==> src/rtl/mips_pkg.sv <==
// Shared fetch-stage definitions: FSM encoding, instruction size, default reset PC
// and the {pc, instr} buffer entry layout.
package mips_pkg;

    typedef enum logic {
        FETCH = 1'b0,
        DROP  = 1'b1
    } fetch_state_t;

    localparam int unsigned INSTR_BYTES      = 4;
    localparam logic [31:0] DEFAULT_RESET_PC = 32'h0000_0000;

    typedef struct packed {
        logic [31:0] pc;
        logic [31:0] instr;
    } fetch_entry_t;

    // Clear the sub-word offset bits so every fetch address is word aligned.
    function automatic logic [31:0] align_word(input logic [31:0] addr);
        return addr & ~(32'(INSTR_BYTES) - 32'd1);
    endfunction

endpackage

==> src/rtl/fetch_buffer.sv <==
// Two-entry FIFO holding fetched {pc, instr} pairs between imem and decode.
// Push and pop may occur together; flush empties it in one cycle.
module fetch_buffer #(
    parameter int unsigned WIDTH = 64
) (
    input  logic             clk,
    input  logic             reset,
    input  logic             push,
    input  logic [WIDTH-1:0] push_data,
    input  logic             pop,
    input  logic             flush,
    output logic [WIDTH-1:0] head_data,
    output logic             empty,
    output logic [1:0]       count
);

    logic [WIDTH-1:0] mem [2];
    logic             rd_ptr;
    logic             wr_ptr;
    logic [1:0]       count_q;

    // NOTE: storage is reset too, so the head reads as zero while the block is in reset.
    // NOTE: sequential state uses non-blocking assignments only; blocking here would race
    // against other flops sampling the same edge.
    always_ff @(posedge clk or posedge reset) begin
        if (reset) begin
            for (int i = 0; i < 2; i++) mem[i] <= '0;
            rd_ptr  <= 1'b0;
            wr_ptr  <= 1'b0;
            count_q <= 2'd0;
        end else if (flush) begin
            rd_ptr  <= 1'b0;
            wr_ptr  <= 1'b0;
            count_q <= 2'd0;
        end else begin
            if (push) begin
                mem[wr_ptr] <= push_data;
                wr_ptr      <= ~wr_ptr;
            end
            if (pop) rd_ptr <= ~rd_ptr;
            count_q <= count_q + {1'b0, push} - {1'b0, pop};
        end
    end

    assign head_data = mem[rd_ptr];
    assign empty     = (count_q == 2'd0);
    assign count     = count_q;

endmodule

==> src/rtl/instr_fetch_unit.sv <==
// Instruction fetch: single outstanding imem request feeding a 2-entry buffer,
// with redirect flush and a DROP state that swallows the data of a stale request.
module instr_fetch_unit
    import mips_pkg::*;
#(
    parameter logic [31:0] RESET_PC = DEFAULT_RESET_PC
) (
    input  logic        clk,
    input  logic        reset,
    output logic        imem_req,
    output logic [31:0] imem_addr,
    input  logic        imem_ack,
    input  logic [31:0] imem_rdata,
    output logic        if_valid,
    output logic [31:0] if_instr,
    output logic [31:0] if_pc,
    input  logic        if_ready,
    input  logic        redirect_valid,
    input  logic [31:0] redirect_pc
);

    fetch_state_t state_q, state_d;
    logic [31:0]  fetch_pc_q, fetch_pc_d;
    logic         push, pop, held_d, issue;
    logic [1:0]   buf_count, count_d;
    logic         buf_empty;
    fetch_entry_t head_entry;
    logic [63:0]  head_data;

    fetch_buffer #(.WIDTH(64)) u_buffer (
        .clk       (clk),
        .reset     (reset),
        .push      (push),
        .push_data ({fetch_pc_q, imem_rdata}),
        .pop       (pop),
        .flush     (redirect_valid),
        .head_data (head_data),
        .empty     (buf_empty),
        .count     (buf_count)
    );

    assign head_entry = head_data;
    assign if_valid   = !buf_empty;
    assign if_pc      = head_entry.pc;
    assign if_instr   = head_entry.instr;

    // NOTE: every always_comb output gets a default first so no path can infer a latch.
    always_comb begin
        push       = 1'b0;
        pop        = 1'b0;
        fetch_pc_d = fetch_pc_q;
        state_d    = state_q;
        count_d    = buf_count;
        held_d     = imem_req && !imem_ack;
        issue      = 1'b0;

        if (redirect_valid) begin
            fetch_pc_d = align_word(redirect_pc);
            state_d    = held_d ? DROP : FETCH;
            count_d    = 2'd0;
        end else begin
            push = imem_req && imem_ack && (state_q == FETCH);
            pop  = if_valid && if_ready;
            if (push) fetch_pc_d = fetch_pc_q + 32'(INSTR_BYTES);
            if (state_q == DROP && imem_ack) state_d = FETCH;
            count_d = buf_count + {1'b0, push} - {1'b0, pop};
        end

        // Request is registered, so decide on next-cycle occupancy and outstanding status.
        issue = (state_d == FETCH) && !held_d && (count_d < 2'd2);
    end

    always_ff @(posedge clk or posedge reset) begin
        if (reset) begin
            state_q    <= FETCH;
            fetch_pc_q <= RESET_PC;
            imem_req   <= 1'b0;
            imem_addr  <= RESET_PC;
        end else begin
            state_q    <= state_d;
            fetch_pc_q <= fetch_pc_d;
            imem_req   <= held_d || issue;
            if (issue) imem_addr <= fetch_pc_d;
        end
    end

endmodule

==> config.mk <==
export PLATFORM = sky130hd
export DESIGN_NAME = instr_fetch_unit
export DESIGN_NICKNAME = d
export VERILOG_FILES = /design/src/rtl/mips_pkg.sv /design/src/rtl/fetch_buffer.sv /design/src/rtl/instr_fetch_unit.sv
export SDC_FILE = /design/constraint.sdc
export NUM_CORES = 1
export LEC_CHECK = 0
export CAP_MARGIN = 20
export CORE_MARGIN = 3
export CORE_UTILIZATION = 30
export CTS_BUF_LIST = sky130_fd_sc_hd__clkbuf_16
export DETAILED_ROUTE_END_ITERATION = 6
export GPL_ROUTABILITY_DRIVEN = 1
export SLEW_MARGIN = 20
export SYNTH_ARGS = -nofsm -noshare
export SYNTH_HDL_FRONTEND = slang
export SYNTH_SLANG_ARGS = --single-unit
export TNS_END_PERCENT = 5
==> constraint.sdc <==
create_clock -name clk -period 8.9 [get_ports clk]
set_input_delay 2.225 -clock clk [delete_from_list [all_inputs] [get_ports clk]]
set_output_delay 2.225 -clock clk [all_outputs]
set_load 0.01 [all_outputs]
==> results.toml <==
[status]
status = "finished, final reports clean"

[floorplan]
rows = 62
die_w_um = 179
initial_utilization = 0.308
dieArea_sq_um = 31900
core_area_sq_um = 29000
io_pins = 167
die_h_um = 179

[placed_design]
dp_hpwl_um = 14900
portBuffers = 164
place_congestion = 0.727
pre_cts_slack_ns = 3.48

[sta]
finalSetupTns_ns = 0
drv_slew = 0
hold_viol_final = 0
setup_ws_ns = 4.01
fin_skew_ns = 0.0140
slew_headroom = 0.348
clock.fmax_ghz = 0.205
post-route-period-util = 0.549
setup_viol = 0
rsz0062_at_grt = "no"
fin_crit_ns = 4.89
worst_pin_slew_ns = 0.979

[cts]
cts_max_level = 4
cts_inserted_buffers = 17
cts_root_buf = "clkbuf_16"
hold_buffers = 0
path_clk_slew_ns = 0.08
cts.sinks = 198
clock_latency_ns = 0.43
cts_tree = "yes"
cts_setup_buffers = 0
clk_path_buf_depth = 2
cts_repair_resize_count = 0

[worst_setup_path]
cp.arrival_ns = 2.66
rr_endpoint = "imem_addr[31]"
crit_type = "flop to output port"
cp_data_required_time_ns = 6.68
start_kind = "flop"
critPathMaxFanout = 60
endpoint_kind = "output port"
rrSetupSlack_ns = 5.74
r2r_cells = 10
rr_startpoint = "u_buffer.count[1]"

[finish]
n_fill_cell = 2776
syn_to_final_growth_pct = 29.6
final_nets = 922
antenna_cells = 0
final_layout_size_suffix_gt1_frac = 0.295

[power_and_ir_drop]
power_mw = 3.66
cellPowerDensity_nw_per_um2 = 316
p_leak_nw = 4.83
vdd_drop_max_mv = 0.134

[synthesis]
yosys_warnings = 0
synth_edf_count = 0
ys_seq_area_frac = 0.555
synthesis.area_sq_um = 8930
synth_ff_type = "dfrtp_1"
synth_cells = 698
ys_types = 46
postSynthNetCount = 771
ys_seq_elements = 198
avgSynthCellArea_sq_um = 12.8
synth-async-reset-ratio = 1.00

[global_routing]
antenna_found_initial = 0
grt_first_pass_wirelength_um = 35500
first_global_vias = 6178
grt.overflow.total = 0
grt_util_all_layers = 0.146
grt_max_degree = 152

[detailed_routing]
vias_per_cell = 4.75
ant_nets = 0
post-route-drc-count = 0
drtIter0Drc = 214
dr_total_vias = 5918
drtPass1Iterations = 4
post_drt_wl_per_cell_um = 18.1
routed_wl_um = 22600

[hold_path]
min_from = "imem_addr[0]"
whs_path_depth = 2
hold_class = "flop to flop"
whs_endpoint = "imem_addr[0]"

[job]
maxCapViolations = 0
-- stage by stage --
step | hold WS (ns) | util | instances | cell area (sq um)
after floorplan | 0.444 | - | 698 | 8930
after global placement | 0.455 | 0.378 | 1214 | 11000
after CTS | 0.476 | 0.399 | 1246 | 11600
after global routing | 0.503 | 0.399 | 1246 | 11600
after detailed placement | 0.461 | 0.378 | 1214 | 11000
final | 0.468 | 0.399 | 1246 | 11600
-- layer usage --
metal / vias to the layer above / GRT usage / share of wire
met3: 14 / 0.0332 / 0.046
met5: - / 0 / 0
li1: 2782 / - / -
met4: 0 / 0.0360 / 0.011
met1: 2992 / 0.196 / 0.47
met2: 130 / 0.238 / 0.48
-- worst max-delay path, stage by stage, from the launching register on --
cell	delay, ns
dfrtp_2	0.44
buf_4	0.78
mux2_2	0.42
clkdlybuf4s50_1	0.56
-- final cells by class --
| type | instances | area [sq um] | area share |
|---|---|---|---|
| Clock inverter | 15 | 180 | 0.0156 |
| Clock buffer | 17 | 425 | 0.0368 |
| Tap cell | 384 | 480 | 0.0415 |
| Timing Repair Buffer | 171 | 1690 | 0.146 |
| Sequential cell | 198 | 4960 | 0.428 |
| Multi-Input combinational cell | 445 | 3770 | 0.326 |
| Inverter | 16 | 72.6 | 0.00627 |
-- synthesized netlist by cell type, types with 2 or more instances --
library cell / count / area share
and4_1: 3 / 0.0029
a221oi_1: 5 / 0.0049
nor2_1: 30 / 0.013
mux2_2: 200 / 0.25
and3_1: 7 / 0.0049
and2_1: 6 / 0.0042
nor2b_1: 4 / 0.0028
buf_2: 14 / 0.0078
o31a_1: 2 / 0.0020
mux2i_1: 4 / 0.0045
a21oi_1: 7 / 0.0039
nand2_1: 58 / 0.024
a311oi_1: 4 / 0.0039
a31oi_1: 2 / 0.0014
nor4_1: 10 / 0.0070
o21ai_0: 24 / 0.013
xor2_1: 10 / 0.0098
or2_2: 2 / 0.0014
nand4_1: 3 / 0.0021
clkbuf_1: 24 / 0.010
a221o_1: 5 / 0.0056
nor3_2: 2 / 0.0022
dfrtp_1: 198 / 0.55
nor3_1: 9 / 0.0050
inv_1: 16 / 0.0067
o21ai_1: 2 / 0.0011
a311o_1: 2 / 0.0022
nor4_2: 2 / 0.0028
xnor2_1: 14 / 0.014
ha_1: 4 / 0.0056
nand3_1: 10 / 0.0056
-- flip-flops by register name, indices dropped and copies added, names as in the netlist --
| name | flops |
|---|---|
| fetch_pc_q | 32 |
| imem_addr | 32 |
| imem_req | 1 |
| state_q | 1 |
| u_buffer.count | 2 |
| u_buffer.mem | 128 |
| u_buffer.rd_ptr | 1 |
| u_buffer.wr_ptr | 1 |
-- worst max-delay path by stage --
stage                          startpoint                to  depth (start not counted)
final                     u_buffer.rd_ptr         if_pc[17]                          3
after global routing             imem_ack     imem_addr[25]                          6
after CTS                 u_buffer.rd_ptr         if_pc[31]                          3
after detailed placement         imem_ack  u_buffer.mem[73]                          5
after global placement           imem_ack  u_buffer.mem[78]                          5
after floorplan                     reset     fetch_pc_q[0]                          1
-- cell families (layout without fill, tap and decap cells) --
kind of cell | count (synthesis) | in the layout | share of synthesized area
mux | 204 | 204 | 0.257
fa+ha+maj | 4 | 4 | 0.00560
buf+inv | 55 | 219 | 0.0251
simple gates | 153 | 153 | 0.0892
xor+xnor | 24 | 24 | 0.0235
flops | 198 | 198 | 0.555
compound gates | 60 | 60 | 0.0451
-- cells in the final DEF (no fill, tap or decap), types with 3 or more instances in the layout --
| cell | instances |
|---|---|
| xnor2_1 | 14 |
| nor4_1 | 10 |
| buf_4 | 7 |
| dfrtp_1 | 197 |
| nor3_1 | 9 |
| a221o_1 | 5 |
| inv_6 | 6 |
| clkinv_8 | 4 |
| ha_1 | 4 |
| a21oi_1 | 7 |
| nand2_1 | 57 |
| nand4_1 | 3 |
| and4_1 | 3 |
| xor2_1 | 10 |
| a311oi_1 | 4 |
| inv_8 | 3 |
| nand3_1 | 9 |
| nor2b_1 | 4 |
| clkdlybuf4s50_1 | 163 |
| o21ai_0 | 24 |
| inv_1 | 15 |
| mux2i_1 | 4 |
| nor2_1 | 30 |
| clkbuf_16 | 17 |
| a221oi_1 | 5 |
| mux2_2 | 200 |
| and3_1 | 7 |
| and2_1 | 6 |
-- where the power goes --
part	total, mW	internal (mW)	switching (mW)
registers	1.44	1.26	0.189
clock network	0.790	0.405	0.386
logic	1.43	0.860	0.566
Power figures use the tool's default switching activity.
